$ cat src/rtl/psk_pkg.sv
// Shared PSK definitions: FSM state encoding and default constellation amplitudes.
// Both the mapper and the demapper import this package.
package psk_pkg;

   typedef enum logic {
      IDLE   = 1'b0,
      ACTIVE = 1'b1
   } psk_state_t;

   localparam int IQ_W_DEF     = 12;
   localparam int AMP_BPSK_DEF = 2047;
   localparam int AMP_QPSK_DEF = 1448;

   // Wide enough for rep_cnt with SPS up to 255.
   localparam int REP_W = 8;

endpackage

$ cat src/rtl/psk_const_lut.sv
// Combinational constellation map from symbol bits and the BPSK flag to an (I,Q) pair.
// The amplitudes are the exact parameter values, sign-extended to IQ_W.
module psk_const_lut
   import psk_pkg::*;
#(
   parameter int IQ_W     = IQ_W_DEF,
   parameter int AMP_BPSK = AMP_BPSK_DEF,
   parameter int AMP_QPSK = AMP_QPSK_DEF
) (
   input  logic [1:0]             bits,
   input  logic                   is_bpsk,
   output logic signed [IQ_W-1:0] i_val,
   output logic signed [IQ_W-1:0] q_val
);

   localparam logic signed [IQ_W-1:0] B_POS = IQ_W'(AMP_BPSK);
   localparam logic signed [IQ_W-1:0] B_NEG = IQ_W'(-AMP_BPSK);
   localparam logic signed [IQ_W-1:0] Q_POS = IQ_W'(AMP_QPSK);
   localparam logic signed [IQ_W-1:0] Q_NEG = IQ_W'(-AMP_QPSK);

   // BPSK uses bit0 on I only; QPSK takes I from bits[1] and Q from bits[0].
   always_comb begin
      i_val = '0;
      q_val = '0;
      if (is_bpsk) begin
         i_val = bits[0] ? B_NEG : B_POS;
      end else begin
         i_val = bits[1] ? Q_NEG : Q_POS;
         q_val = bits[0] ? Q_NEG : Q_POS;
      end
   end

endmodule

$ cat src/rtl/psk_mapper.sv
// BPSK/QPSK symbol mapper: takes one symbol per AXIS beat and repeats the mapped (I,Q)
// pair SPS times on the master side, tracking packets with a two-state FSM.
module psk_mapper
   import psk_pkg::*;
#(
   parameter int BYTES    = 1,
   parameter int SPS      = 1,
   parameter int IQ_W     = IQ_W_DEF,
   parameter int AMP_BPSK = AMP_BPSK_DEF,
   parameter int AMP_QPSK = AMP_QPSK_DEF
) (
   input  logic                   clk,
   input  logic                   rst_n,
   input  logic [BYTES*8-1:0]     s_tdata,
   input  logic                   s_tvalid,
   output logic                   s_tready,
   input  logic                   s_tlast,
   input  logic                   s_tuser,
   output logic signed [IQ_W-1:0] m_i,
   output logic signed [IQ_W-1:0] m_q,
   output logic                   m_tvalid,
   input  logic                   m_tready,
   output logic                   m_tlast,
   output logic                   sym_strobe,
   output logic                   underrun,
   output logic [15:0]            pkt_cnt,
   output psk_state_t             fsm_state
);

   localparam logic [REP_W-1:0] LAST_REP = REP_W'(SPS - 1);

   psk_state_t             state;
   logic                   full;
   logic                   hold_last;
   logic [REP_W-1:0]       rep_cnt;
   logic signed [IQ_W-1:0] hold_i;
   logic signed [IQ_W-1:0] hold_q;
   logic signed [IQ_W-1:0] lut_i;
   logic signed [IQ_W-1:0] lut_q;
   logic [15:0]            pkt_q;
   logic                   underrun_q;

   logic last_rep;
   logic m_hs;
   logic fin;
   logic ready_int;
   logic s_hs;
   logic unused_tdata;

   assign unused_tdata = ^s_tdata[BYTES*8-1:2];

   psk_const_lut #(
      .IQ_W     (IQ_W),
      .AMP_BPSK (AMP_BPSK),
      .AMP_QPSK (AMP_QPSK)
   ) u_lut (
      .bits    (s_tdata[1:0]),
      .is_bpsk (s_tuser),
      .i_val   (lut_i),
      .q_val   (lut_q)
   );

   // Handshakes: a beat transfers on a side in any cycle where valid and ready are both
   // high at the rising edge of clk; valid never waits on ready, and the master side holds
   // data stable while valid is high and ready is low. s_tready also opens on the final
   // accepted repetition so back-to-back symbols flow without a bubble.
   assign last_rep  = (rep_cnt == LAST_REP);
   assign m_hs      = full && m_tready;
   assign fin       = m_hs && last_rep;
   assign ready_int = !full || fin;
   assign s_hs      = s_tvalid && ready_int;

   // Outputs are gated by rst_n so they read zero for the whole reset interval.
   assign s_tready   = rst_n && ready_int;
   assign m_tvalid   = rst_n && full;
   assign m_i        = m_tvalid ? hold_i : '0;
   assign m_q        = m_tvalid ? hold_q : '0;
   assign m_tlast    = m_tvalid && hold_last && last_rep;
   assign sym_strobe = m_tvalid && (rep_cnt == '0);
   assign underrun   = rst_n && underrun_q;
   assign pkt_cnt    = rst_n ? pkt_q : '0;
   assign fsm_state  = state;

   always_ff @(posedge clk) begin
      if (!rst_n) begin
         state      <= IDLE;
         full       <= 1'b0;
         hold_last  <= 1'b0;
         rep_cnt    <= '0;
         hold_i     <= '0;
         hold_q     <= '0;
         pkt_q      <= '0;
         underrun_q <= 1'b0;
      end else begin
         underrun_q <= (state == ACTIVE) && fin && !hold_last && !s_tvalid;

         if (s_hs) begin
            full      <= 1'b1;
            hold_i    <= lut_i;
            hold_q    <= lut_q;
            hold_last <= s_tlast;
            rep_cnt   <= '0;
         end else if (fin) begin
            full    <= 1'b0;
            rep_cnt <= '0;
         end else if (m_hs) begin
            rep_cnt <= rep_cnt + 1'b1;
         end

         if (fin && hold_last) begin
            pkt_q <= pkt_q + 16'd1;
         end

         // A new symbol taken in the same cycle as the tlast repetition opens the next packet.
         if (state == IDLE) begin
            if (s_hs) state <= ACTIVE;
         end else begin
            if (fin && hold_last && !s_hs) state <= IDLE;
         end
      end
   end

endmodule

$ cat config.mk
export PLATFORM = sky130hd
export DESIGN_NAME = psk_mapper
export DESIGN_NICKNAME = d
export VERILOG_FILES = /design/src/rtl/psk_pkg.sv /design/src/rtl/psk_const_lut.sv /design/src/rtl/psk_mapper.sv
export SDC_FILE = /design/constraint.sdc
export NUM_CORES = 1
export LEC_CHECK = 0
export CORE_MARGIN = 2
export CORE_UTILIZATION = 47
export DETAILED_ROUTE_END_ITERATION = 12
export PLACE_DENSITY = 0.8
export SYNTH_ARGS = -nofsm -noshare
export SYNTH_HDL_FRONTEND = slang
export SYNTH_SLANG_ARGS = --single-unit
$ cat constraint.sdc
create_clock -name clk -period 2.09 [get_ports clk]
set_clock_uncertainty 0.05 [all_clocks]
set_input_delay 0.418 -clock clk [delete_from_list [all_inputs] [get_ports clk]]
set_output_delay 0.418 -clock clk [all_outputs]
set_load 0.05 [all_outputs]
; Yosys cells after proc, flatten, opt, wreduce, memory -nomap -nowiden
; Cells that the tools add are included.
[totals]
word_cells = 46
inputBits = 14
output_inout_bits = 46
regBits = 52
[op_classes]
add_sub_neg = 2
bitwise_logic = 1
reduce_logical = 22
mux = 13
[op_table]
columns = operator, n
row1 = 12-bit two-way mux, 7
row2 = "16-bit by 1-bit adder with 16-bit output, second input constant", 1
row3 = 16-bit two-way mux, 1
row4 = 1-bit logical AND, 14
row5 = "8-bit by 1-bit adder with 8-bit output, second input constant", 1
row6 = 8-bit logical NOT, 1
row7 = 1-bit two-way mux, 5
row8 = 1-bit logical NOT, 4
row9 = 3-bit OR reduction, 1
row10 = 2-bit nonzero test, 1
row11 = 1-bit logical OR, 1
row12 = 1-bit NOT, 1

; Logic depth before layout (Yosys ltp)
[depth]
word_depth = 8
ltp_mapped = 7
ltp_nobuf = 6

; By module
; Synthesis repeated with hierarchy kept, for this count alone.
[unflattened]
hier_cells = 340
area_unflattened_um2 = 2905.3
[by_module_without_submodules]
columns = mod, cells_each, area_per_inst_um2, instances, seq_area_each_um2
row1 = psk_mapper, 314, 2733.9, 1, 1041.0
row2 = psk_const_lut, 26, 171.4, 1, 0.0

; Worst setup path after synthesis
; Ideal clock, no wire load.
[synth_path]
kind = reg-to-output
startpoint = register rep_cnt[0]
endpoint = output port m_tlast
t_arrival_ns = 2.630
path_slack_ns = -1.008
n_path_buf = 0
stages_incl_launch_ff = 7
required_time_ns = 1.622
path_cell_list = dfxtp_1 > inv_1 > ha_1 > nor4b_4 > nand2_1 > nor3_1 > and2_1
[synth_via]
elab_chain_len = 2
[synth_rtl]
columns = item, line
row1 = "start, declared", psk_mapper.sv:35  ; logic [REP_W-1:0] rep_cnt;
row2 = "start signal, assigned", psk_mapper.sv:107  ; rep_cnt <= rep_cnt + 1'b1;
row3 = 8-bit logical NOT, psk_mapper.sv:67  ; assign last_rep = (rep_cnt == LAST_REP);
row4 = 1-bit logical AND, psk_mapper.sv:78  ; assign m_tlast = m_tvalid && hold_last && last_rep;
row5 = "end, declared", psk_mapper.sv:23  ; output logic m_tlast,
; No other way between the ends.

; Worst setup path after layout
[layout_path]
startpoint = register rep_cnt[0]
endpoint = output port s_tready
[layout_via]
elab_chain_len = 4
[layout_rtl]
columns = item, line
row1 = 8-bit logical NOT, psk_mapper.sv:67
row2 = 1-bit logical AND, psk_mapper.sv:69  ; assign fin = m_hs && last_rep;
row3 = 1-bit logical OR, psk_mapper.sv:70  ; assign ready_int = !full || fin;
row4 = 1-bit logical AND, psk_mapper.sv:74  ; assign s_tready = rst_n && ready_int;
row5 = "end, declared", psk_mapper.sv:16  ; output logic s_tready,
; No other way between the ends.

==> impl_results.md <==
* Status: finished, final reports clean
* CTS tree: yes
* Most frequent cells in the layout: buf_12 (44), dfxtp_1 (35), nor2_1 (23), buf_4 (21), a21oi_1 (16)
* FFs w/ async S/R, synth at 0%
* Port Buffers at 50
* Total power at around 1.5 mW
* Placer congestion estimate at 0.889
* Worst Path Max Fanout at 3
* Kind of critical path: flop to output pin
* Max frequency at about 0.48 GHz
* Synth Warn # at 0
* Post-route cell area at between 0.003 and 0.004 mm2
* Top-Level Pins at 60
* DRC viols at 0
* Max VDD drop at roughly 0.46 mV
* Longest Clk Path Bufs at 2
* TritonCTS Buffers at 5
* Cell variety after synth at between 40 and 50
* Ant. Diodes at 0
* Cell Rows at 23
* CP Capture Type: output pin
* #FFs+latches synth at 37
* Clk slew on worst S/H paths at ~0.070 ns
* DP Cell Count at roughly 330
* Relative slew margins at between 50% and 60%
* Die X at 68.9 um
* First-pass GRT wire length at around 8 mm
* DRT Pass-1 Iters at 4
* Full die area at roughly 0.0047 mm2
* H-tree depth at 2
* Top delay family on crit path: simple AND/OR/NAND/NOR gates
* Main combinational cell family by area after synthesis: simple AND/OR/NAND/NOR gates
* Worst hold slack at 0.424 ns
* Post-route insts no fill at 344
* WP data arrival at around 1.6 ns
* Chip Height at about 70 um
* P&R area growth vs syn at 58.8%
* Core area at 0.00403 mm2
* ANT nets after route at 0
* Pleak at 1.27 nW
* Clk sink count at 37
* EDFF count, synth at 0
* MaxCap Viol Count at 0
* Adder-Cell Fraction of Synth Area at between 1.5 and 2%
* Startpoint types: flop
* Synth Area in Simple Gates at between 20 and 30%
* Slew Viols, Final at 0
* Grt ovf at 0
* Initial Util at between 40% and 50%
* Detailed-placement wirelength estimate at about 3.6 mm
* Mapped Area at around 0.002 mm2
* DRT iter0 DRCs at ~170
* Setup TNS at 0 ns
* Mux cell area share after synthesis at between 2 and 2.5%
* Largest net degree at the start of global routing at 14
* Commonest non-fill, non-tap cell in the layout: buf_12
* GRT Overall Usage at 22.5%
* Detailed-route via count at approximately 1900
* Seq/Total Area, Yosys at 37.4%
* Max incr delay on CP at approximately 0.32 ns
* Number of global-route vias before repair at about 1800
* RSZ-0062 raised after global routing: yes
* Cell breakdown of the critical path: inv_2 > ha_4 > nor4b_4 > buf_4 > a31oi_4 > nor2_4 > buf_12
* Cells after Synth at 240
* Slew @ Worst Pin at roughly 0.61 ns
* Layout Nets at slightly above 300
* DRT Wirelength at ~5 mm
* Vias per cell at between 5 and 6
* HP Class: flop to flop
* Synth Area in XOR/XNOR at under 10%
* Period utilization at approximately 100%
* Routed len/inst at 14.8 um
* Worst Path Buf+Inv at 3
* Prevailing post-synth register cell: dfxtp_1
* Post-DP Area at approximately 0.003 mm2
* Clock latency at the later pin of the worst-skew pair at 0.29 ns
* Required time worst endpoint at approximately 1.6 ns
* Initial antenna violation count at 0
* Pwr Density at 462 mW/mm2
* CTS Root Cell: clkbuf_8
* Crit-path slowest cell: dfxtp_2
* # setup viols final at 0
* Layout cells sized above 1 at between 30% and 40%
* Tmin final at approximately 2.1 ns
* Syn Area/Cell at 8.25 um2
* Final Hold Fails at 0
* Complex-gate fraction of the synthesized area at a little over an eighth
* Hold-fix buffers, CTS at 0
[worst min-delay path: stages (launching register included)]
cell	delay (ns)
dfxtp_1	0.31
o21ai_0	0.07
a21oi_1	0.06
[synthesized netlist by cell type (all sizes together) (2+ instances only)]
master   n  area, um2
nand3   11       60.1
nor3     5       30.0
ha       3       37.5
inv     10       37.5
nor4     3       18.8
o31ai    7       52.6
xor2     5       43.8
nand4    8       56.3
buf     18        128
xnor2    5       43.8
and3    11       68.8
nand2    8       30.0
o21ai   12       60.1
nor2    24       90.1
dfxtp   37        741
and4     4       35.0
or4      5       37.5
or3      2       12.5
nand2b   3       18.8
clkbuf  11       41.3
mux2     3       33.8
a21oi   16       80.1
and2    16        100
[path summary, 6_finish.rpt]
kind,to,startpoint,depth (start not counted),slack [ns]
max,s_tready,rep_cnt[0]$_SDFFE_PP0N_,7,0.003
min,hold_q[10]$_SDFFE_PN0P_,hold_q[10]$_SDFFE_PN0P_,2,0.42
max reg2reg,pkt_q[11]$_SDFFE_PN0P_,rep_cnt[0]$_SDFFE_PP0N_,7,0.11
min reg2reg,hold_q[10]$_SDFFE_PN0P_,hold_q[10]$_SDFFE_PN0P_,2,0.42
[logic make-up (layout without fill, tap and decap cells)]
kind of cell	count (synthesis)	after routing
xor gates and xnor gates	10	10
adders and majority gates	3	3
other	1	3
DFF	37	37
AOI/OAI and AO/OA	44	44
muxes	4	4
buffers and inverters	39	91
and+or+nand+nor	102	102
[registers in the layout (all words and copies together) (netlist names)]
name	count
rep_cnt	8
hold_last	1
hold_q	3
pkt_q	16
fsm_state	1
underrun_q	1
full	1
hold_i	6
[final cells by class]
| class | instances | area, um2 |
|---|---|---|
| Timing Repair Buffer | 73 | 1120 |
| Fill cell | 264 | 885 |
| Tap cell | 50 | 62.6 |
| Multi-Input combinational cell | 166 | 1100 |
| Inverter | 10 | 37.5 |
| Clock buffer | 8 | 80.1 |
| Sequential cell | 37 | 743 |
[per-stage QoR]
stage,utilization [%],worst slack [ns]
floorplan,-,-0.214
global placement,74.5,-0.0678
detailed placement,74.5,-0.102
CTS,76.9,-0.0362
global route,78.0,-0.0833
finish,78.0,0.00297
[power breakdown]
group / switching, mW / internal, mW / leakage [nW]
Sequential: 0.0105 / 0.721 / 0.301
Combinational: 0.139 / 0.103 / 0.927
Clock: 0.243 / 0.237 / 0.0395
Total: 0.392 / 1.06 / 1.27
[repair_timing]
action                     CTS  global route
pin swaps                    2             4
gates cloned                 0             0
setup endpoints to repair    7             6
setup buffers                2             1
resized for setup            2             9
[per-layer routing]
layer	global-route usage [%]	routed length [um]
met5	0	0
met4	7.84	98
met3	5.36	272
met2	38.5	2600
met1	27.5	2110
No activity file was read; power rests on OpenSTA's default activity.
